$ cat src/rtl/s298_bist_ctrl.sv
// BIST controller wrapped around the s298 core: an 8-bit LFSR drives G0..G2,
// and a 16-bit MISR compacts the six registered core outputs into a signature.
module s298_bist_ctrl #(
  parameter int unsigned NPAT     = 16,
  parameter int unsigned INIT_CYC = 2,
  parameter logic [7:0]  SEED     = 8'h01,
  parameter logic [15:0] GOLDEN   = 16'h0000
) (
  input  logic        CK,
  input  logic        RSTN,
  input  logic        start,
  input  logic [5:0]  resp,
  output logic        cut_g0,
  output logic        cut_g1,
  output logic        cut_g2,
  output logic        busy,
  output logic        done,
  output logic        pass,
  output logic [15:0] signature
);

  typedef enum logic [2:0] {StIdle, StInit, StApply, StFlush, StDone} state_e;

  // An all-zero LFSR would lock up, so a zero seed falls back to 8'h01.
  localparam logic [7:0]  SeedEff  = (SEED == 8'h00) ? 8'h01 : SEED;
  localparam logic [15:0] LastPat  = 16'(NPAT - 1);
  localparam logic [7:0]  LastInit = 8'(INIT_CYC - 1);

  state_e      state_q, state_d;
  logic [7:0]  lfsr_q, lfsr_d;
  logic [15:0] misr_q, misr_d;
  logic [15:0] cnt_q, cnt_d;
  logic [7:0]  init_q, init_d;
  logic        cap_en_q, cap_en_d;

  // Next-state logic for the sequencer, LFSR, MISR and counters.
  always_comb begin
    state_d  = state_q;
    lfsr_d   = lfsr_q;
    misr_d   = misr_q;
    cnt_d    = cnt_q;
    init_d   = init_q;
    // Core outputs are registered, so capture lags the applied pattern by one cycle.
    cap_en_d = (state_q == StApply);

    if (cap_en_q) begin
      misr_d = {misr_q[14:0], 1'b0} ^ (misr_q[15] ? 16'h1021 : 16'h0000) ^ {10'b0, resp};
    end

    unique case (state_q)
      StIdle, StDone: begin
        if (start) begin
          state_d = StInit;
          init_d  = 8'd0;
        end
      end
      StInit: begin
        lfsr_d = SeedEff;
        misr_d = 16'h0000;
        cnt_d  = 16'h0000;
        if (init_q == LastInit) begin
          state_d = StApply;
        end else begin
          init_d = init_q + 8'd1;
        end
      end
      StApply: begin
        lfsr_d = {lfsr_q[6:0], ^(lfsr_q & 8'hB8)};
        if (cnt_q == LastPat) begin
          state_d = StFlush;
        end else begin
          cnt_d = cnt_q + 16'd1;
        end
      end
      StFlush: state_d = StDone;
      default: state_d = StIdle;
    endcase
  end

  // State registers with asynchronous active-low reset.
  always_ff @(posedge CK or negedge RSTN) begin
    if (!RSTN) begin
      state_q  <= StIdle;
      lfsr_q   <= SeedEff;
      misr_q   <= 16'h0000;
      cnt_q    <= 16'h0000;
      init_q   <= 8'd0;
      cap_en_q <= 1'b0;
    end else begin
      state_q  <= state_d;
      lfsr_q   <= lfsr_d;
      misr_q   <= misr_d;
      cnt_q    <= cnt_d;
      init_q   <= init_d;
      cap_en_q <= cap_en_d;
    end
  end

  // Output decode from state and flops only; resp and start never reach an output.
  always_comb begin
    cut_g0    = (state_q != StApply) | (&lfsr_q[7:5]);
    cut_g1    = (state_q == StApply) & lfsr_q[0];
    cut_g2    = (state_q == StApply) & lfsr_q[1];
    busy      = (state_q == StInit) | (state_q == StApply) | (state_q == StFlush);
    done      = (state_q == StDone);
    pass      = done & (misr_q == GOLDEN);
    signature = misr_q;
  end

endmodule

$ cat config.mk
export PLATFORM = sky130hd
export DESIGN_NAME = s298_bist_ctrl
export DESIGN_NICKNAME = d
export VERILOG_FILES = /design/src/rtl/s298_bist_ctrl.sv
export SDC_FILE = /design/constraint.sdc
export NUM_CORES = 1
export LEC_CHECK = 0
export CAP_MARGIN = 0
export CORE_UTILIZATION = 23
export CTS_CLUSTER_DIAMETER = 80
export CTS_CLUSTER_SIZE = 30
export DETAILED_ROUTE_END_ITERATION = 12
export PLACE_DENSITY = 0.39
export RECOVER_POWER = 25
export SETUP_SLACK_MARGIN = 0.05
export SYNTH_ARGS = -nofsm -noshare
export SYNTH_HDL_FRONTEND = slang
export SYNTH_SLANG_ARGS = --single-unit
$ cat constraint.sdc
create_clock -name CK -period 2.8 [get_ports CK]
set_input_delay 0.84 -clock CK [delete_from_list [all_inputs] [get_ports CK]]
set_output_delay 0.84 -clock CK [all_outputs]
set_load 0.005 [all_outputs]
# Word-level counts from Yosys, hierarchy flattened
# Index checks and enable logic that the tools add are counted.
dict set report totals {
  word_cells 52
  memories 0
  out_inout_bits 22
  in_bits 9
  romBits 0
  latch_bits 0
  mem_bits_rw 0
  register_bits 52
}
dict set report op_classes {
  div 0
  n_bitwise 8
  mux 13
  mul 0
  n_lt_le_gt_ge 0
  n_addsub 2
  reduce_logical 11
  shift 0
  n_eq_ne 12
}
# op count
set ops {}
lappend ops {{16-bit two-way mux} 3}
lappend ops {{16-bit one-hot mux with 2 select lines} 1}
lappend ops {{8-bit one-hot mux with 2 select lines} 2}
lappend ops {{16-bit by 1-bit adder with 16-bit output, second input constant} 1}
lappend ops {{16-bit by 4-bit equality test with 1-bit output, second input constant} 1}
lappend ops {{16-bit zero test} 1}
lappend ops {{8-bit two-way mux} 2}
lappend ops {{16-bit by 13-bit bitwise XOR with 16-bit output} 1}
lappend ops {{16-bit by 6-bit bitwise XOR with 16-bit output} 1}
lappend ops {{13-bit two-way mux} 1}
lappend ops {{3-bit one-hot mux with 4 select lines} 1}
lappend ops {{3-bit two-way mux} 3}
lappend ops {{3-bit AND reduction} 3}
lappend ops {{8-bit by 1-bit adder with 8-bit output, second input constant} 1}
lappend ops {{8-bit by 1-bit equality test with 1-bit output, second input constant} 1}
lappend ops {{2-bit != test, second input constant} 4}
lappend ops {{8-bit XOR reduction} 1}
lappend ops {{3-bit by 2-bit equality test with 1-bit output, second input constant} 2}
lappend ops {{2-bit nonzero test} 3}
lappend ops {{1-bit bitwise AND} 3}
lappend ops {{3-bit by 1-bit equality test with 1-bit output, second input constant} 1}
lappend ops {{3-bit equality test, second input constant} 1}
lappend ops {{3-bit zero test} 1}
lappend ops {{3-bit by 2-bit != test with 1-bit output, second input constant} 1}
lappend ops {{4 further kinds} 6}

# Depth between registers and ports, before layout
# Gate-level depths: netlist of run 1.
dict set report logic_depth {
  depth_word 5
  depth_mapped 7
  mapped_depth_nobuf 6
}

# Least setup slack after synthesis of run 1
# Ideal clock, no wire load.
dict set report synth_timing {
  path_type {reg-to-output}
  from {reg state_q[0]}
  to {out cut_g0}
  setup_slack_ns 0.653
  n_path_buf 2
  path_stages_with_launch 6
  t_arrival_ns 1.307
  t_required_ns 1.960
  path_cell_list {dfrtp_1 or3b_1 buf_6 inv_1 buf_2 nand2_1}
}
dict set report synth_between {
  elab_chain_len 2
}
# item line_no
set synth_lines {}
lappend synth_lines {{start, declared} 29} ;# state_e state_q, state_d;
lappend synth_lines {{start signal, assigned} 83} ;# state_q <= StIdle;
lappend synth_lines {{start signal, assigned} 90} ;# state_q <= state_d;
lappend synth_lines {{3-bit by 2-bit != test with 1-bit output} 101} ;# cut_g0 = (state_q != StApply) | (&lfsr_q[7:5]);
lappend synth_lines {{1-bit OR} 101}
lappend synth_lines {{end, declared} 13} ;# output logic cut_g0,
# Every way passes these cells.

# Final worst setup path of run 1
# Ends and elaborated chain as after synthesis.

==> key figures, run 1 <==
Final layout
  – Fin cells: 441
  – Inserted Diodes: 0
  – Total Nets Final: 312
  – Final Cell Area: 3320 µm²
  – Final core utilization: 30.1%
  – Synth-to-layout area growth: 25.8%
  – Share of cells above drive strength 1: 11.6%

STA
  – Fin Hold WS: 0.474 ns
  – Final Cycle Share: 94.8%
  – Worst Setup Slack, final: 0.146 ns
  – Min Tclk post-route: 2.65 ns
  – Slew at the pin with the worst max-slew slack: 1.44 ns
  – Fin Clk Skew: 0.00732 ns
  – Setup violators final: 0
  – Fmax: 377 MHz
  – Slew Limit Headroom: 3.67%
  – RSZ-0062 raised after global routing: no
  – Final hold vios: 0
  – Max-slew violations: 0
  – Post-route setup TNS: 0 ns

Flow run
  – Max Cap Viol: 0

Synth
  – Cells after synthesis: 265
  – Seq/Total Area, Yosys: 49.3%
  – Post-synth top cells: 51 x dfrtp_1, 25 x nor2_1, 19 x nand2_1
  – Synth Flop Type: dfrtp_1
  – Area share of the leading cell type in the synthesized netlist: 48.3%
  – Cell area after synthesis: 2640 µm²
  – Unique masters post-synth: 50
  – Synth Area per Inst: 9.97 µm²
  – Post-synth EDFFs: 0
  – Area contributors post-synth: dfrtp_1 48%, mux2i_1 4.2%, xnor2_1 3.6%
  – Top cell type by total area after synthesis: dfrtp_1
  – Async set-reset flop share out of synthesis: 100%
  – Syn. warnings: 0
  – Syn nets: 277
  – Flops & latches, synth: 52
  – Most numerous cell in the Yosys netlist: dfrtp_1

Clock network
  – Clock slew at reported path FFs: 0.07 ns
  – Clock root cell: clkbuf_16
  – Worst skew pair latency: 0.29 ns
  – CTS Buffer Depth: 2
  – Cts bufs inserted: 5
  – H-tree levels: 2
  – CTS tree: done
  – Clock net sink count: 52

GRT
  – Largest net degree at the start of global routing: 29
  – First-pass GRT wire length: 10700 µm
  – Initial antenna violation count: 0
  – Vias in the first global route: 2029
  – Total grt overflow: 0
  – All-Layer GR Usage: 11.7%

Drt
  – Final ANT Viol Nets: 0
  – DR DRC count: 0
  – Vias per std cell: 4.82
  – DR WL/cell: 14.4 µm
  – Detailed Routing Iterations Pass 1: 4
  – Drt total wl: 6350 µm
  – DR vias: 2125
  – Initial DRC count: 70

Critical path
  – Data required, critical path: 1.96 ns
  – Critical Path AT: 1.81 ns
  – Worst path cell trace: or3b_4, inv_2, buf_4, nand2_1, clkdlybuf4s50_1
  – Worst setup SP type: flop
  – Cells on worst reg2reg path: 5
  – Crit-path max FO: 7
  – CP max stage delay: 0.43 ns
  – Nature of the critical path endpoint: output port
  – Critical path class: reg2out
  – Slowest stage cell on the critical path: clkdlybuf4s50_1

Place
  – Routability cong.: 0.767
  – Hpwl dp: 4330 µm
  – Port-buffer cells: 30
  – Post-place instance area: 3140 µm²
  – Worst slack at placement: 0.161 ns
  – Cell total after placement: 432

Floorplanning
  – Die ar.: 11900 µm²
  – Core area: 11000 µm²
  – Die Y: 109 µm
  – Initial Util: 24.0%
  – Site row count: 38
  – Die X-Extent: 109 µm
  – I/O Pins: 31

Pwr
  – Worst vdd ir: 0.405 mV
  – Cell Pwr Density: 786 nW/µm²
  – Leak Pwr: 1.41 nW
  – Tot Pwr: 2.61 mW

Run status
  – Status: completed

Hold path
  – Tightest Hold Check Type: reg2reg
  – WHS Path Cells: 1
kinds of logic (layout without fill, tap and decap cells):
kind of cell    Yosys count  in the layout  share of synthesized area [%]
mux                      13             13                           5.02
compound gates           67             67                           17.3
xor+xnor                 11             11                           3.65
fa+ha+maj                 3              3                           1.42
simple gates             96             96                           19.1
buf+inv                  23             59                           4.21
flops                    52             52                           49.3
worst max-delay path, delay by kind of cell, from the launching register on:
kind	cells	cell delay, ns
buffers and inverters	3	0.67
and+or+nand+nor	2	0.46
DFF	1	0.40
cell usage in the layout (no fill, tap or decap), types with 3 or more instances in the layout:
master and instances:
a211oi_1 6, a21o_1 3, a21oi_1 12, a22o_1 5
a31oi_1 11, and3_1 8, buf_4 11, clkbuf_16 5
clkdlybuf4s50_1 27, dfrtp_1 50, ha_1 3, inv_1 7
mux2i_1 11, nand2_1 19, nand3_1 9, nand4_1 5
nor2_1 25, nor4_1 7, o211ai_1 4, o21a_1 4
o21ai_0 9, o22ai_1 3, or4_1 5, xnor2_1 11
routing by layer:
metal	wire, µm	share of wire [%]	GRT usage (%)	vias to the layer above
met1	3230	51	16.7	1036
met5	0	0	0	-
li1	-	-	-	1043
met3	202	3.2	2.33	11
met4	104	1.6	3.52	0
met2	2810	44	17.7	35
power breakdown:
part,internal (mW),switching (mW)
sequential,0.848,0.104
clock,0.471,0.275
combinational,0.374,0.542
layout make-up:
| class | instances | area [µm²] |
|---|---|---|
| Clock buffer | 7 | 153 |
| Tap cell | 140 | 175 |
| Sequential cell | 52 | 1300 |
| Clock inverter | 1 | 30.0 |
| Multi-Input combinational cell | 190 | 1250 |
| Timing Repair Buffer | 43 | 387 |
| Fill cell | 1154 | 7710 |
| Inverter | 8 | 30.0 |
sequential cells by signal (all words and copies together), names as in the netlist:
name       count
state_q        3
lfsr_q         8
cap_en_q       1
init_q         8
cnt_q         16
signature     16
path summary, 6_finish.rpt:
| kind | from | endpoint | slack, ns |
|---|---|---|---|
| max | state_q[0] | cut_g0 | 0.15 |
| min | lfsr_q[1] | lfsr_q[1] | 0.47 |
| max reg2reg | cnt_q[4] | cnt_q[14] | 0.57 |
| min reg2reg | lfsr_q[1] | lfsr_q[1] | 0.47 |
| max in group asynchronous | RSTN | lfsr_q[1] | 0.52 |
| min in group asynchronous | RSTN | cnt_q[11] | 0.88 |
repair_timing:
action | 4_1_cts | 5_1_grt
buffers inserted | 1 | 0
setup endpoints to repair | 4 | 3
resized for setup | 4 | 3
hold buffers | 0 | 0
(Power assumes the default switching activity.)
==> run 2, diff against run 1 <==
--- a/config.mk
+++ b/config.mk
@@ -5,7 +5,7 @@
 export SDC_FILE = /design/constraint.sdc
 export NUM_CORES = 1
 export LEC_CHECK = 0
-export CAP_MARGIN = 0
+export CAP_MARGIN = 30
 export CORE_UTILIZATION = 23
 export CTS_CLUSTER_DIAMETER = 80
 export CTS_CLUSTER_SIZE = 30
==> results of run 2 <==
No change in the layout: final DEF, timing and power equal those of run 1.
==> run 3, diff against run 2 <==
--- a/config.mk
+++ b/config.mk
@@ -16,3 +16,4 @@
 export SYNTH_ARGS = -nofsm -noshare
 export SYNTH_HDL_FRONTEND = slang
 export SYNTH_SLANG_ARGS = --single-unit
+export TNS_END_PERCENT = 1
==> key figures, run 3 (same netlist as run 1, synthesis figures left out) <==
Clock network
  – Clock net sink count: 52 (unchanged)
  – H-tree levels: 2 (unchanged)
  – CTS tree: done (unchanged)
  – Hold-fix buffers, CTS: 0 (unchanged)
  – Worst skew pair latency: 0.29 ns (about the same)
  – Clock root cell: clkbuf_16 (unchanged)
  – Cts bufs inserted: 5 (unchanged)
  – CTS Buffer Depth: 2 (unchanged)
  – Clock slew at reported path FFs: 0.07 ns (about the same)

Drt
  – Final ANT Viol Nets: 0 (unchanged)
  – DR vias: 2135 (was 2125)
  – Detailed Routing Iterations Pass 1: 4 (unchanged)
  – Drt total wl: 6410 µm (was 6350 µm)
  – Initial DRC count: 62 (was 70)
  – DR DRC count: 0 (unchanged)
  – Vias per std cell: 4.81 (was 4.82)
  – DR WL/cell: 14.4 µm (about the same)

Pwr
  – Leak Pwr: 1.41 nW (about the same)
  – Cell Pwr Density: 791 nW/µm² (was 786 nW/µm²)
  – P_sw: 929 µW (was 921 µW)
  – Reg power frac: 36.1% (was 36.4%)
  – P_int: 1.72 mW (was 1.69 mW)
  – Sw Share: 35.1% (was 35.2%)
  – Clock power frac: 28.2% (was 28.5%)
  – Worst vdd ir: 0.405 mV (about the same)
  – Comb pwr share: 35.7% (was 35.0%)

Floorplanning
  – Die X-Extent: 109 µm (unchanged)
  – Site row count: 38 (unchanged)
  – I/O Pins: 31 (unchanged)
  – Die ar.: 11900 µm² (unchanged)
  – Initial Util: 24.0% (unchanged)
  – Die Y: 109 µm (unchanged)
  – Core area: 11000 µm² (unchanged)

Final layout
  – Share of cells above drive strength 1: 12.5% (was 11.6%)
  – Synth-to-layout area growth: 26.7% (was 25.8%)
  – Most frequent cells in the layout: 50 x dfrtp_1, 27 x clkdlybuf4s50_1, 25 x nor2_1 (unchanged)
  – Inserted Diodes: 0 (unchanged)
  – Most common cell after layout, fill and taps aside: dfrtp_1 (unchanged)
  – Total Nets Final: 315 (was 312)
  – Final Cell Area: 3350 µm² (was 3320 µm²)

Critical path
  – Worst setup SP type: flop (unchanged)
  – Worst path cell trace: or3b_4, inv_2, and2_4, clkdlybuf4s50_1 (was or3b_4, inv_2, buf_4, nand2_1, clkdlybuf4s50_1)
  – Nature of the critical path endpoint: output port (unchanged)
  – Cells on worst reg2reg path: 5 (unchanged)
  – CP top delay family: buffers and inverters (unchanged)
  – Critical path class: reg2out (unchanged)
  – Data required, critical path: 1.96 ns (about the same)
  – Slowest stage cell on the critical path: clkdlybuf4s50_1 (unchanged)
  – CP Depth: 4 (was 5)
  – Critical Path AT: 1.84 ns (was 1.81 ns)
  – Worst Path Buf+Inv: 2 (was 3)
  – Crit-path max FO: 4 (was 7)
  – Setup slack, reg-to-reg: 0.58 ns (was 0.57 ns)
  – CP max stage delay: 0.49 ns (was 0.43 ns)

STA
  – Max-slew violations: 0 (unchanged)
  – Final Cycle Share: 95.8% (was 94.8%)
  – RSZ-0062 raised after global routing: no (unchanged)
  – Final hold vios: 0 (unchanged)
  – Fmax: 373 MHz (was 377 MHz)
  – Fin Clk Skew: 0.00728 ns (was 0.00732 ns)
  – Setup violators final: 0 (unchanged)
  – Slew at the pin with the worst max-slew slack: 1.45 ns (was 1.44 ns)
  – Slew Limit Headroom: 3.35% (was 3.67%)
  – Post-route setup TNS: 0 ns (unchanged)
  – Min Tclk post-route: 2.68 ns (was 2.65 ns)

Place
  – Port-buffer cells: 30 (unchanged)
  – Routability cong.: 0.767 (unchanged)
  – Hpwl dp: 4330 µm (unchanged)
  – Post-place instance area: 3140 µm² (unchanged)

GRT
  – First-pass GRT wire length: 10700 µm (about the same)
  – Total grt overflow: 0 (unchanged)
  – Initial antenna violation count: 0 (unchanged)
  – All-Layer GR Usage: 11.7% (about the same)
  – Largest net degree at the start of global routing: 29 (unchanged)
  – Vias in the first global route: 2023 (was 2029)

Hold path
  – Tightest Hold Check Type: reg2reg (unchanged)
  – WHS Path Cells: 1 (unchanged)

Run status
  – Status: completed (unchanged)

Flow run
  – Max Cap Viol: 0 (unchanged)
[run 3: changes by cell type in the layout (fill, tap and decap cells not counted)]
| cell | delta |
|---|---|
| buf_6 | +1 |
| dlymetal6s2s_1 | -1 |
| dlygate4sd2_1 | +1 |
| buf_4 | +2 |
[run 3: power groups by stage]
stage / sequential, mW / clock [mW] / combinational [mW]
global route: 0.974 / 0.800 / 1.06
CTS: 0.961 / 0.777 / 0.918
global placement: 0.971 / 0 / 0.930
detailed placement: 0.972 / 0 / 0.910
floorplan: 0.940 / 0 / 0.595
finish: 0.954 / 0.746 / 0.946
[run 3: cell type report]
class                           count  area [µm²]
Clock buffer                        7         153
Sequential cell                    52        1300
Tap cell                          140         175
Fill cell                        1156        7680
Inverter                            8        30.0
Clock inverter                      1        30.0
Timing Repair Buffer               46         409
Multi-Input combinational cell    190        1250
[run 3: metal layers]
metal | part of all wire [%] | track usage, % | up-vias | wire [µm]
met3 | 3.1 | 2.33 | 11 | 200
met4 | 1.6 | 3.52 | 0 | 104
met5 | 0 | 0 | - | 0
li1 | - | - | 1047 | -
met2 | 45 | 17.6 | 35 | 2850
met1 | 51 | 16.8 | 1042 | 3250
[run 3: per-stage QoR]
| stage | worst slack (ns) | util, % | hold slack, ns | cells | total power [mW] |
|---|---|---|---|---|---|
| 3_5_place_dp | 0.161 | 28.5 | 0.464 | 432 | 1.88 |
| 2_1_floorplan | 0.653 | - | 0.441 | 265 | 1.54 |
| 4_1_cts | 0.0567 | 30.2 | 0.479 | 440 | 2.66 |
| 3_3_place_gp | 0.149 | 28.5 | 0.462 | 432 | 1.90 |
| 5_1_grt | 0.0543 | 30.3 | 0.493 | 444 | 2.84 |
| 6_report | 0.117 | 30.3 | 0.478 | 444 | 2.65 |
[run 3: worst paths after layout]
check	startpoint	end
setup / recovery	state_q[0]	cut_g1
hold / removal	lfsr_q[1]	lfsr_q[1]
min in group asynchronous	RSTN	cnt_q[11]
setup reg to reg	cnt_q[4]	cnt_q[14]
max in group asynchronous	RSTN	lfsr_q[1]
hold reg to reg	lfsr_q[1]	lfsr_q[1]
[run 3: repair_timing]
item                       CTS  global route
setup endpoints to repair    4             2
resized for setup            7             1
buffers inserted             0             4
